[src/rtl/mem_fetch_pkg.sv]
// Shared types and constants for the instruction-cache line fetcher.
package mem_fetch_pkg;

  localparam int LINE_WORDS  = 4;
  localparam int OFFSET_W    = 2;
  localparam int LINE_ADDR_W = 28;

  typedef enum logic [1:0] {
    IDLE  = 2'd0,
    FETCH = 2'd1,
    DONE  = 2'd2
  } state_e;

endpackage

[src/rtl/mem_line_fetch_line_assembler.sv]
// Line buffer for mem_line_fetch: four 32-bit word registers, one written per
// accepted memory beat at the slot picked by word_idx_i.
module line_assembler
  import mem_fetch_pkg::*;
#(
  parameter int WORD_W = 32
) (
  input  logic                         clk,
  input  logic                         reset,
  input  logic                         wr_en_i,
  input  logic [OFFSET_W-1:0]          word_idx_i,
  input  logic [WORD_W-1:0]            wdata_i,
  output logic [LINE_WORDS*WORD_W-1:0] line_o
);

  logic [WORD_W-1:0] word_q [LINE_WORDS];

  for (genvar k = 0; k < LINE_WORDS; k++) begin : g_word
    // Untouched words keep their old contents between fills.
    always_ff @(posedge clk) begin
      if (reset) begin
        word_q[k] <= '0;
      end else if (wr_en_i && (word_idx_i == OFFSET_W'(k))) begin
        word_q[k] <= wdata_i;
      end
    end

    assign line_o[k*WORD_W +: WORD_W] = word_q[k];
  end

endmodule

[src/rtl/mem_line_fetch.sv]
// Instruction-cache line-fill engine: fetches four words of a missing line.
// Define FETCH_CRITICAL_FIRST_EN to start at the missed word and wrap.
module mem_line_fetch
  import mem_fetch_pkg::*;
#(
  parameter int LINE_WORDS = 4,
  parameter int ADDR_W     = 32
) (
  input  logic                     clk,
  input  logic                     reset,
  input  logic                     req,
  input  logic [ADDR_W-1:0]        req_addr,
  output logic                     mem_rd,
  output logic [ADDR_W-1:0]        mem_addr,
  input  logic [31:0]              mem_rdata,
  input  logic                     mem_ready,
  output logic [32*LINE_WORDS-1:0] data_line,
  output logic [ADDR_W-5:0]        line_addr,
  output logic                     line_valid,
  output logic                     busy,
  output state_e                   dbg_state
);

  // Memory handshake: a word transfers on every edge where mem_rd and
  // mem_ready are both 1; mem_rd holds and mem_addr stays put until then.

  state_e                state_q;
  logic [OFFSET_W-1:0]   word_idx_q;
  logic [OFFSET_W-1:0]   word_idx_d;
  logic [OFFSET_W-1:0]   cnt_q;
  logic [OFFSET_W-1:0]   start_off_d;
  logic [ADDR_W-5:0]     line_addr_q;
  logic [ADDR_W-1:0]     mem_addr_q;
  logic                  mem_rd_q;
  logic                  busy_q;
  logic                  line_valid_q;
  logic                  beat;
  logic [3:0]            unused_req_bits;

`ifdef FETCH_CRITICAL_FIRST_EN
  assign start_off_d = req_addr[3:2];
`else
  assign start_off_d = '0;
`endif
  assign unused_req_bits = req_addr[3:0];

  assign word_idx_d = word_idx_q + OFFSET_W'(1);
  assign beat       = mem_rd_q && mem_ready;

  always_ff @(posedge clk) begin
    if (reset) begin
      state_q      <= IDLE;
      word_idx_q   <= '0;
      cnt_q        <= '0;
      line_addr_q  <= '0;
      mem_addr_q   <= '0;
      mem_rd_q     <= 1'b0;
      busy_q       <= 1'b0;
      line_valid_q <= 1'b0;
    end else begin
      line_valid_q <= 1'b0;
      case (state_q)
        IDLE: begin
          if (req) begin
            line_addr_q <= req_addr[ADDR_W-1:4];
            word_idx_q  <= start_off_d;
            cnt_q       <= '0;
            mem_addr_q  <= {req_addr[ADDR_W-1:4], start_off_d, 2'b00};
            mem_rd_q    <= 1'b1;
            busy_q      <= 1'b1;
            state_q     <= FETCH;
          end
        end
        FETCH: begin
          if (mem_ready) begin
            word_idx_q <= word_idx_d;
            cnt_q      <= cnt_q + OFFSET_W'(1);
            mem_addr_q <= {line_addr_q, word_idx_d, 2'b00};
            if (cnt_q == OFFSET_W'(LINE_WORDS - 1)) begin
              mem_rd_q     <= 1'b0;
              busy_q       <= 1'b0;
              line_valid_q <= 1'b1;
              state_q      <= DONE;
            end
          end
        end
        DONE:    state_q <= IDLE;
        default: state_q <= IDLE;
      endcase
    end
  end

  line_assembler #(.WORD_W(32)) u_line_assembler (
    .clk        (clk),
    .reset      (reset),
    .wr_en_i    (beat),
    .word_idx_i (word_idx_q),
    .wdata_i    (mem_rdata),
    .line_o     (data_line)
  );

  assign mem_rd     = mem_rd_q;
  assign mem_addr   = mem_addr_q;
  assign line_addr  = line_addr_q;
  assign line_valid = line_valid_q;
  assign busy       = busy_q;
  assign dbg_state  = state_q;

endmodule
[config.mk]
export PLATFORM = sky130hd
export DESIGN_NAME = mem_line_fetch
export DESIGN_NICKNAME = d
export VERILOG_FILES = /design/src/rtl/mem_fetch_pkg.sv /design/src/rtl/mem_line_fetch_line_assembler.sv /design/src/rtl/mem_line_fetch.sv
export SDC_FILE = /design/constraint.sdc
export NUM_CORES = 1
export LEC_CHECK = 0
export ABC_CLOCK_PERIOD_IN_PS = 5000
export CORE_ASPECT_RATIO = 0.8
export CORE_MARGIN = 5
export CORE_UTILIZATION = 50
export CTS_BUF_LIST = sky130_fd_sc_hd__clkbuf_2 sky130_fd_sc_hd__clkbuf_4 sky130_fd_sc_hd__clkbuf_8
export DETAILED_ROUTE_END_ITERATION = 10
export PLACE_DENSITY_LB_ADDON = 0.08
export SYNTH_ARGS = -nofsm -noshare
export SYNTH_HDL_FRONTEND = slang
export SYNTH_SLANG_ARGS = --single-unit
[constraint.sdc]
create_clock -name clk -period 5 [get_ports clk]
set_clock_uncertainty 0.1 [all_clocks]
set_input_delay 1.5 -clock clk [delete_from_list [all_inputs] [get_ports clk]]
set_output_delay 1.5 -clock clk [all_outputs]
set_load 0.005 [all_outputs]
; ---- After elaboration in Yosys (flattened, before gate mapping)
; Memory sizes are Yosys's and may differ from the RTL's.
; Cells that the tools add are included.
[totals]
ram_bits = 128
elab_cells = 72
memories = 1
regBits = 68
in_bits = 68
out_inout_bits = 193
[memory_table]
columns = memory, words, word_bits, read_ports, rd_clocked_by_memory_dff, wr, line_no
row1 = u_line_assembler.word_q, 4, 32, 4, 0, 4, mem_line_fetch_line_assembler.sv:16  ; logic [WORD_W-1:0] word_q [LINE_WORDS];
[op_classes]
n_mux = 35
n_reduce_logical = 13
n_bitwise = 6
n_addsub = 2
eq_ne = 8
[op_table]
columns = cell, count
row1 = $mux 32, 6
row2 = $pmux 32 s2, 1
row3 = $mux 1, 18
row4 = $mux 2, 6
row5 = $pmux 2 s2, 3
row6 = $eq 2x2->1 const B, 3
row7 = $ne 2x2->1 const B, 3
row8 = $reduce_and 3->1, 2
row9 = $logic_and 1x1->1, 5
row10 = $add 2x1->2 const B, 2
row11 = $eq 2x1->1 const B, 2
row12 = $logic_not 2->1, 2
row13 = $or 1x1->1, 4
row14 = $reduce_and 4->1, 1
row15 = $reduce_or 3->1, 1
row16 = $not 1->1, 2
row17 = $pmux 1 s2, 1
row18 = $reduce_and 2->1, 1
row19 = $reduce_bool 2->1, 1

; ---- Depth between registers and ports, before layout
; Gate-level depths: netlist of the first run.
[logic_depth]
word_depth = 6
ltp_mapped = 6
ltp_nobuf = 5

; ---- Modules after synthesis
; Synthesis of the first run repeated with hierarchy kept, for this count alone.
[unflattened]
cells_unflattened = 615
area_unflattened_um2 = 7290.7
[modules_own_cells]
columns = mod, n_inst, area_each_um2, cells_per_inst
row1 = line_assembler, 1, 4779.6, 319
row2 = mem_line_fetch, 1, 2511.2, 296

; ---- Worst setup path before layout of the first run
; No wires, ideal clock.
[synth_path]
path_type = input to register
startpoint = input reset
endpoint = memory u_line_assembler.word_q[0][0] (enable)
arrival_ns = 2.733
setup_ns = 0.479
path_stages = 4
setup_slack_ns = 1.688
path_cell_list = buf_2 > clkinv_1 > buf_1 > nand2_1
[synth_lines]
columns = item, line_no
row1 = "start, declared", mem_line_fetch.sv:10  ; input logic reset,
row2 = "end, declared", mem_line_fetch_line_assembler.sv:16

; ---- Final worst setup path of the first run
[layout_path]
startpoint = input mem_ready
endpoint = register mem_addr_q[30] (netlist: mem_addr[30])
[layout_between]
elab_chain_len = 2
[layout_lines]
columns = item, line_no
row1 = "start, declared", mem_line_fetch.sv:16  ; input logic mem_ready,
row2 = $ne 2x2->1 (no line), n/a
row3 = $reduce_and 3->1 (no line), n/a
row4 = "end signal, assigned", mem_line_fetch.sv:68  ; mem_addr_q <= {req_addr[ADDR_W-1:4], start_off_d, 2'b00};
row5 = "end signal, assigned", mem_line_fetch.sv:78  ; mem_addr_q <= {line_addr_q, word_idx_d, 2'b00};
row6 = "end, declared", mem_line_fetch.sv:33  ; logic [ADDR_W-1:0] mem_addr_q;
; No other way between the ends.
; A chain may end at the register's enable or synchronous reset.

==> flow_summary.ini, run 1 <==
[sta]
rsz0062_at_grt = no
min_period_over_period = 0.673
slew_headroom = 0.332
clock.fmax_mhz = 297
worst_slack_ps = 1630
worstMarginPinSlew_ps = 999
hold_ws_ps = 351
period_needed_ps = 3370
drv_slew = 0
tns_ps = 0
finalSetupViolCount = 0
hold_viol = 0

[clock_tree]
holdBufCountCts = 0
cts_buffers = 17
clk_path_buf_depth = 2
clkTransAtPathRegs_ps = 90
clk_latency_ps = 450
htreeDepth = 4
postCtsSetupBuffers = 0
ctsResizeCount = 0
cts_num_sinks = 192
tritoncts = built
cts-root-buf = clkbuf_8

[die]
core_area_um2 = 14400
start_util = 0.515
row_count = 39
dieArea_um2 = 17400
die_h_um = 119
die_w_um = 146
ios = 261

[layout]
multi_input_area_um2 = 1990
fill_cells = 972
layout-drive-gt1-share = 0.0826
seqCellArea_um2 = 5120
fin_area_um2 = 10500
diodes = 0
nets = 896
area_growth_pct = 41.2

[drt]
drcViolationCount = 0
ant_nets = 0
vias = 5290
wl_per_cell_um = 18.9
drt_wl_total_um = 19200
first_pass_iters = 6
vias_per_cell = 5.19
drtIter0Drc = 284

[worst_setup_path]
reg2regPathDepth = 4
cp_max_fo = 16
cp-start-kind = input port
critPathCaptureType = flip-flop
cp_top_family = buffers and inverters
critPathArrivalTime_ps = 3590
slowest_stage = nand3b_1
max_stage_delay_ps = 740
worstPathCellList = clkdlybuf4s50_1 > nand3b_1 > buf_12 > o221ai_1 > a21oi_1
crit_type = input port to flip-flop
cp_num_buf_inv = 2
cp.required_ps = 5230
cp_num_cells = 5

[global_routing]
grt_max_degree = 57
grt_pass1_wl_um = 30000
grt_antenna_before_repair = 0
track_usage = 0.219
grt_remaining_overflow = 0
grt_pass1_vias = 5368

[yosys]
netlist.area_leader.share = 0.518
yosysWarningCount = 0
syn_avg_cell_area_um2 = 12.8
synthMuxAreaShare = 0.00135
synth-xor-area-share = 0
netlist_area_um2 = 7420
synthSimpleGateAreaFrac = 0.159
synth-seq-cells = 192
synth_common_cells = 128 x and2_1, 128 x edfxtp_1, 66 x nand2_1
ys.flop_type = edfxtp_1
synth_top_family_by_area = simple AND/OR/NAND/NOR gates
synth_area_leaders = edfxtp_1 52%, dfxtp_1 17%, and2_1 11%
synth_compound_area_frac = 0.0958
synth_edf_count = 128
async_reset_ff_frac = 0
synth_fa_ha_area_frac = 0.00843
seq_area_frac_synth = 0.691
synth_cells = 579
synth.distinct_cells = 31
synth_top_area_cell = edfxtp_1

[power]
pwr-share-clk = 0.309
comb_power_share = 0.122
switching_share = 0.234
p_sw_mw = 0.747
intPower_mw = 2.44
seq_power_share = 0.569
p_leak_nw = 3.84
ir_drop_mv = 0.259
totalPowerFinal_mw = 3.19
power_density_nw_per_um2 = 304

[outcome]
status = completed

[placed_design]
place_area_um2 = 10100
port-buffer-count = 254
dpl.hpwl_um = 13100
gp_congestion = 0.832
dpl_worst_slack_ps = 1150

[run]
max_cap_viol_count = 0

[worst_hold_path]
holdPathStages = 2
min_path_type = flip-flop to flip-flop
[power by group through the flow]
| stage | logic [mW] | registers [mW] | clock network [mW] |
|---|---|---|---|
| 2_1_floorplan | 0.121 | 1.85 | 0 |
| 3_3_place_gp | 0.386 | 1.85 | 0 |
| 3_5_place_dp | 0.392 | 1.85 | 0 |
| 6_report | 0.389 | 1.81 | 0.984 |
| 5_1_grt | 0.419 | 1.82 | 1.07 |
| 4_1_cts | 0.394 | 1.81 | 1.00 |
[cell usage in the layout (no fill, tap or decap), types with 5 or more instances in the layout]
cell and instances:
o221ai_2 20, nand3_1 5, edfxtp_1 128, and2_1 128
a21oi_1 59, clkbuf_8 17, clkdlybuf4s50_1 254, dfxtp_1 64
ha_1 5, nand2_1 62, buf_4 9, inv_1 30
o221ai_1 8
[per-stage QoR]
step,utilization,std cells
after global placement,0.701,988
after global routing,0.728,1019
after floorplan,-,580
final,0.728,1019
after detailed placement,0.701,988
after CTS,0.728,1019
[tightest hold or removal path: cells and delay by family, from the launching register on]
family | cells | cell delay, ps
buffers and inverters | 1 | 50
AO/OA/AOI/OAI | 1 | 50
flip-flops | 1 | 320
[path summary, 6_finish.rpt]
check | start | to | slack, ps
max reg2reg | dbg_state[0] | mem_addr[30] | 2780
max | mem_ready | mem_addr[30] | 1630
min | mem_addr[6] | mem_addr[6] | 350
min reg2reg | mem_addr[6] | mem_addr[6] | 350
[final cells by class]
class / count / share of cell area
sequential: 192 / 0.489
clock inverter: 13 / 0.0133
tap: 184 / 0.0220
inverter: 31 / 0.0111
clock buffer: 18 / 0.0231
multi-input combinational: 317 / 0.190
timing repair buffer: 264 / 0.251
[cells by family after synthesis]
| logic type | Yosys count |
|---|---|
| AOI/OAI and AO/OA | 94 |
| adders and majority gates | 5 |
| buffers and inverters | 71 |
| DFF | 192 |
| muxes | 1 |
| other | 1 |
| and+or+nand+nor | 215 |
[flip-flops by register name, indices dropped and copies added (netlist names)]
signal,cells
line_addr,28
cnt_q,2
word_idx_q,1
busy,1
dbg_state,2
u_line_assembler.word_q,128
mem_addr,29
line_valid,1
[layer usage]
layer | wire (um) | GRT usage | vias up
li1 | - | - | 2485
met1 | 7880 | 0.276 | 2564
met2 | 9160 | 0.353 | 225
met3 | 1940 | 0.0942 | 16
met4 | 252 | 0.0564 | 0
met5 | 0 | 0 | -
No activity file was read; power rests on OpenSTA's default activity.
==> run 2: changes to the inputs <==
--- a/config.mk
+++ b/config.mk
@@ -5,10 +5,10 @@
 export SDC_FILE = /design/constraint.sdc
 export NUM_CORES = 1
 export LEC_CHECK = 0
-export ABC_CLOCK_PERIOD_IN_PS = 5000
+export ABC_CLOCK_PERIOD_IN_PS = 3500
 export CORE_ASPECT_RATIO = 0.8
 export CORE_MARGIN = 5
-export CORE_UTILIZATION = 50
+export CORE_UTILIZATION = 47
 export CTS_BUF_LIST = sky130_fd_sc_hd__clkbuf_2 sky130_fd_sc_hd__clkbuf_4 sky130_fd_sc_hd__clkbuf_8
 export DETAILED_ROUTE_END_ITERATION = 10
 export PLACE_DENSITY_LB_ADDON = 0.08
==> constraint.sdc (replaced) <==
create_clock -name clk -period 3.5 [get_ports clk]
set_clock_uncertainty 0.1 [all_clocks]
set_input_delay 1.05 -clock clk [delete_from_list [all_inputs] [get_ports clk]]
set_output_delay 1.05 -clock clk [all_outputs]
set_load 0.005 [all_outputs]
==> flow_summary.ini, run 2 (synthesis gave the netlist of run 1 again) <==
[outcome]
status = completed

[clock_tree]
htreeDepth = 4
clk_latency_ps = 460
postCtsSetupBuffers = 0
cts_num_sinks = 192
cts_buffers = 17
clk_path_buf_depth = 2
tritoncts = built
ctsResizeCount = 0
holdBufCountCts = 0
cts-root-buf = clkbuf_8
clkTransAtPathRegs_ps = 100

[worst_setup_path]
reg2regPathDepth = 5
cp_max_fo = 36
rr_endpoint = u_line_assembler.word_q[0][58]
worstPathCellList = clkdlybuf4s50_1 > buf_4 > clkinv_1 > nand2_2 > buf_12
slowest_stage = clkdlybuf4s50_1
crit_type = input port to flip-flop
cp-start-kind = input port
r2r-start = word_idx_q[0]
max_stage_delay_ps = 480
cp.required_ps = 3570
endpoint = u_line_assembler.word_q[1][31]
ff2ff_setup_slack_ps = 1280
critPathArrivalTime_ps = 2840
crit_start = reset
critPathCaptureType = flip-flop

[placed_design]
place_area_um2 = 10200
gp_congestion = 0.792
dpl_worst_slack_ps = 233
dpl.hpwl_um = 13700
dp.cells = 1026
port-buffer-count = 254

[drt]
drcViolationCount = 0
drt_wl_total_um = 19600
drtIter0Drc = 371
vias_per_cell = 4.96
wl_per_cell_um = 18.5
vias = 5246
ant_nets = 0
first_pass_iters = 4

[layout]
layout-drive-gt1-share = 0.0937
fin_util = 0.677
largest_register_ffs = 128
largest-register = u_line_assembler.word_q
nets = 903
final_common_cell = clkdlybuf4s50_1
diodes = 0
fin_area_um2 = 10600
final_cell_mix = 254 x clkdlybuf4s50_1, 128 x and2_1, 128 x edfxtp_1
instances_no_fill = 1058
fill_cells = 1143
area_growth_pct = 42.8

[sta]
worstMarginPinSlew_ps = 1120
tns_ps = 0
worst_slack_ps = 728
finalSetupViolCount = 0
drv_slew = 0
hold_ws_ps = 350
clock.fmax_mhz = 361
min_period_over_period = 0.792
slew_headroom = 0.255
rsz0062_at_grt = no
hold_viol = 0
period_needed_ps = 2770

[worst_hold_path]
min_path_type = flip-flop to flip-flop
holdCritStartpoint = mem_addr[14]

[power]
power_density_nw_per_um2 = 429
totalPowerFinal_mw = 4.54
p_leak_nw = 3.88
ir_drop_mv = 0.284

[global_routing]
track_usage = 0.213
grt_pass1_wl_um = 29600
grt_max_degree = 57
grt_antenna_before_repair = 1
grt_pass1_vias = 5206
grt_remaining_overflow = 0

[die]
row_count = 41
dieArea_um2 = 18400
ios = 261
die_w_um = 150
start_util = 0.474
core_area_um2 = 15600
die_h_um = 122

[run]
max_cap_viol_count = 0
-- run 2: where the power goes --
| part | total, mW | switching, mW | leakage, nW | internal, mW |
|---|---|---|---|---|
| registers | 2.59 | 0.0601 | 1.86 | 2.53 |
| logic | 0.570 | 0.246 | 1.84 | 0.325 |
| clock network | 1.38 | 0.810 | 0.182 | 0.573 |
| total | 4.54 | 1.12 | 3.88 | 3.43 |
-- run 2: cell type report --
type	count	area (um^2)	share of cell area
Clock buffer	17	234	0.0221
Clock inverter	15	136	0.0129
Inverter	31	116	0.0110
Multi-Input combinational cell	317	1990	0.188
Sequential cell	192	5120	0.484
Tap cell	215	269	0.0254
Timing Repair Buffer	271	2720	0.257
-- run 2: worst min path at each step --
stage	end	slack, ps	cells past startpoint
after floorplan	mem_addr[10]	340	2
after global placement	mem_addr[11]	330	2
after detailed placement	mem_addr[14]	340	2
after CTS	mem_addr[14]	350	2
after global routing	mem_addr[13]	360	2
final	mem_addr[14]	350	2
-- run 2: critical path, delay by kind of cell --
family	cells	cell delay, ps
buffers and inverters	4	1400
AND/OR/NAND/NOR	1	390
-- run 2: metal layers --
layer	GRT usage	part of all wire
met1	0.267	0.40
met2	0.337	0.49
met3	0.0879	0.10
met4	0.0703	0.012
met5	0	0.0010
==> run 3: changes to the inputs <==
--- a/config.mk
+++ b/config.mk
@@ -5,7 +5,7 @@
 export SDC_FILE = /design/constraint.sdc
 export NUM_CORES = 1
 export LEC_CHECK = 0
-export ABC_CLOCK_PERIOD_IN_PS = 3500
+export ABC_CLOCK_PERIOD_IN_PS = 2700
 export CORE_ASPECT_RATIO = 0.8
 export CORE_MARGIN = 5
 export CORE_UTILIZATION = 47
==> constraint.sdc (replaced) <==
create_clock -name clk -period 2.7 [get_ports clk]
set_clock_uncertainty 0.1 [all_clocks]
set_input_delay 0.81 -clock clk [delete_from_list [all_inputs] [get_ports clk]]
set_output_delay 0.81 -clock clk [all_outputs]
set_load 0.005 [all_outputs]
==> flow_summary.ini, run 3 (synthesis gave the netlist of run 1 again) <==
[outcome]
status = completed

[placed_design]
gp_congestion = 0.801
port-buffer-count = 254
dpl.hpwl_um = 13600

[worst_setup_path]
crit_type = flip-flop to primary output
ff2ff_setup_slack_ps = 960
critPathCaptureType = primary output
max_stage_delay_ps = 590
rr_endpoint = mem_addr[5]
endpoint = mem_rd
cp_num_cells = 1
cp-start-kind = flip-flop
crit_start = busy
critPathArrivalTime_ps = 1590
cp_top_family = buffers and inverters
r2r-start = dbg_state[0]
cp_max_fo = 11
cp_num_buf_inv = 1
cp.required_ps = 1790
reg2regPathDepth = 4
worstPathCellList = clkdlybuf4s50_1
slowest_stage = clkdlybuf4s50_1

[global_routing]
met1_usage = 0.266
track_usage = 0.211
top_usage_layer = met2
met3_usage = 0.0749
grt_use_met2 = 0.339
grt_pass1_vias = 5350
grt_remaining_overflow = 0
grt_max_degree = 45
grt_pass1_wl_um = 29500
grt_antenna_before_repair = 0

[clock_tree]
holdBufCountCts = 0
clk_path_buf_depth = 2
cts-root-buf = clkbuf_8
clkTransAtPathRegs_ps = 100
ctsResizeCount = 0
cts_buffers = 17
htreeDepth = 4
clk_latency_ps = 440
postCtsSetupBuffers = 0
cts_num_sinks = 192
tritoncts = built

[layout]
area_growth_pct = 45.3
multi_input_area_um2 = 1990
seqCellArea_um2 = 5120
largest_register_ffs = 128
nets = 912
fill_cells = 1154
largest-register = u_line_assembler.word_q
final_cell_mix = 254 x clkdlybuf4s50_1, 128 x and2_1, 128 x edfxtp_1
layout-drive-gt1-share = 0.0998
final_common_cell = clkdlybuf4s50_1

[worst_hold_path]
min_path_type = flip-flop to flip-flop
holdPathStages = 2

[sta]
period_needed_ps = 2500
drv_slew = 0
clock.fmax_mhz = 400
min_period_over_period = 0.927
hold_ws_ps = 348
rsz0062_at_grt = no
hold_viol = 0
tns_ps = 0
finalSetupViolCount = 0

[drt]
drt_wl_total_um = 19500
first_pass_iters = 7
wl_per_cell_um = 18.2
vias_per_cell = 4.97
ant_nets = 0
drcViolationCount = 0
vias = 5308
drtIter0Drc = 355

[die]
start_util = 0.474
ios = 261
die_w_um = 150
row_count = 41
dieArea_um2 = 18400
die_h_um = 122
core_area_um2 = 15600

[power]
p_leak_nw = 3.98
power_density_nw_per_um2 = 560
ir_drop_mv = 0.366

[run]
max_cap_viol_count = 0
[run 3: changes by cell type in the layout (fill, tap and decap cells not counted), sizes merged]
cell	delta
diode	+1
clkinvlp	-3
bufinv	+2
inv	-3
clkinv	+2
clkbuf	+2
buf	+9
[run 3: stage by stage]
step / cells / instance area [um^2] / util / power [mW] / setup slack, ps
2_1_floorplan: 580 / 7420 / - / 3.65 / 77.7
3_3_place_gp: 1035 / 10400 / 0.662 / 4.17 / 202
3_5_place_dp: 1035 / 10400 / 0.662 / 4.19 / 172
4_1_cts: 1067 / 10800 / 0.689 / 6.10 / 156
5_1_grt: 1067 / 10800 / 0.689 / 6.29 / 89.5
6_report: 1068 / 10800 / 0.689 / 6.04 / 197
[run 3: report_power, final]
part | switching [mW] | internal, mW
sequential | 0.0761 | 3.28
combinational | 0.322 | 0.437
clock | 0.987 | 0.940
total | 1.39 | 4.65
[run 3: how the worst min path moves through the flow]
stage                  from      endpoint
3_3_place_gp   mem_addr[14]  mem_addr[14]
4_1_cts        mem_addr[21]  mem_addr[21]
2_1_floorplan  mem_addr[10]  mem_addr[10]
3_5_place_dp    mem_addr[9]   mem_addr[9]
5_1_grt         mem_addr[9]   mem_addr[9]
6_report        mem_addr[9]   mem_addr[9]
[run 3: metal layers]
metal	vias to the layer above	wire [um]
li1	2513	-
met1	2566	8010
met2	213	9450
met3	16	1780
met4	0	244
met5	-	0
[run 3: layout make-up]
cell class | instances | area share
flip-flops and latches | 192 | 0.476
inverters | 31 | 0.0108
repair buffers | 280 | 0.266
clock buffers | 19 | 0.0231
diodes | 1 | 0.000232
well taps | 215 | 0.0250
multi-input cells | 317 | 0.185
clock inverters | 13 | 0.0149
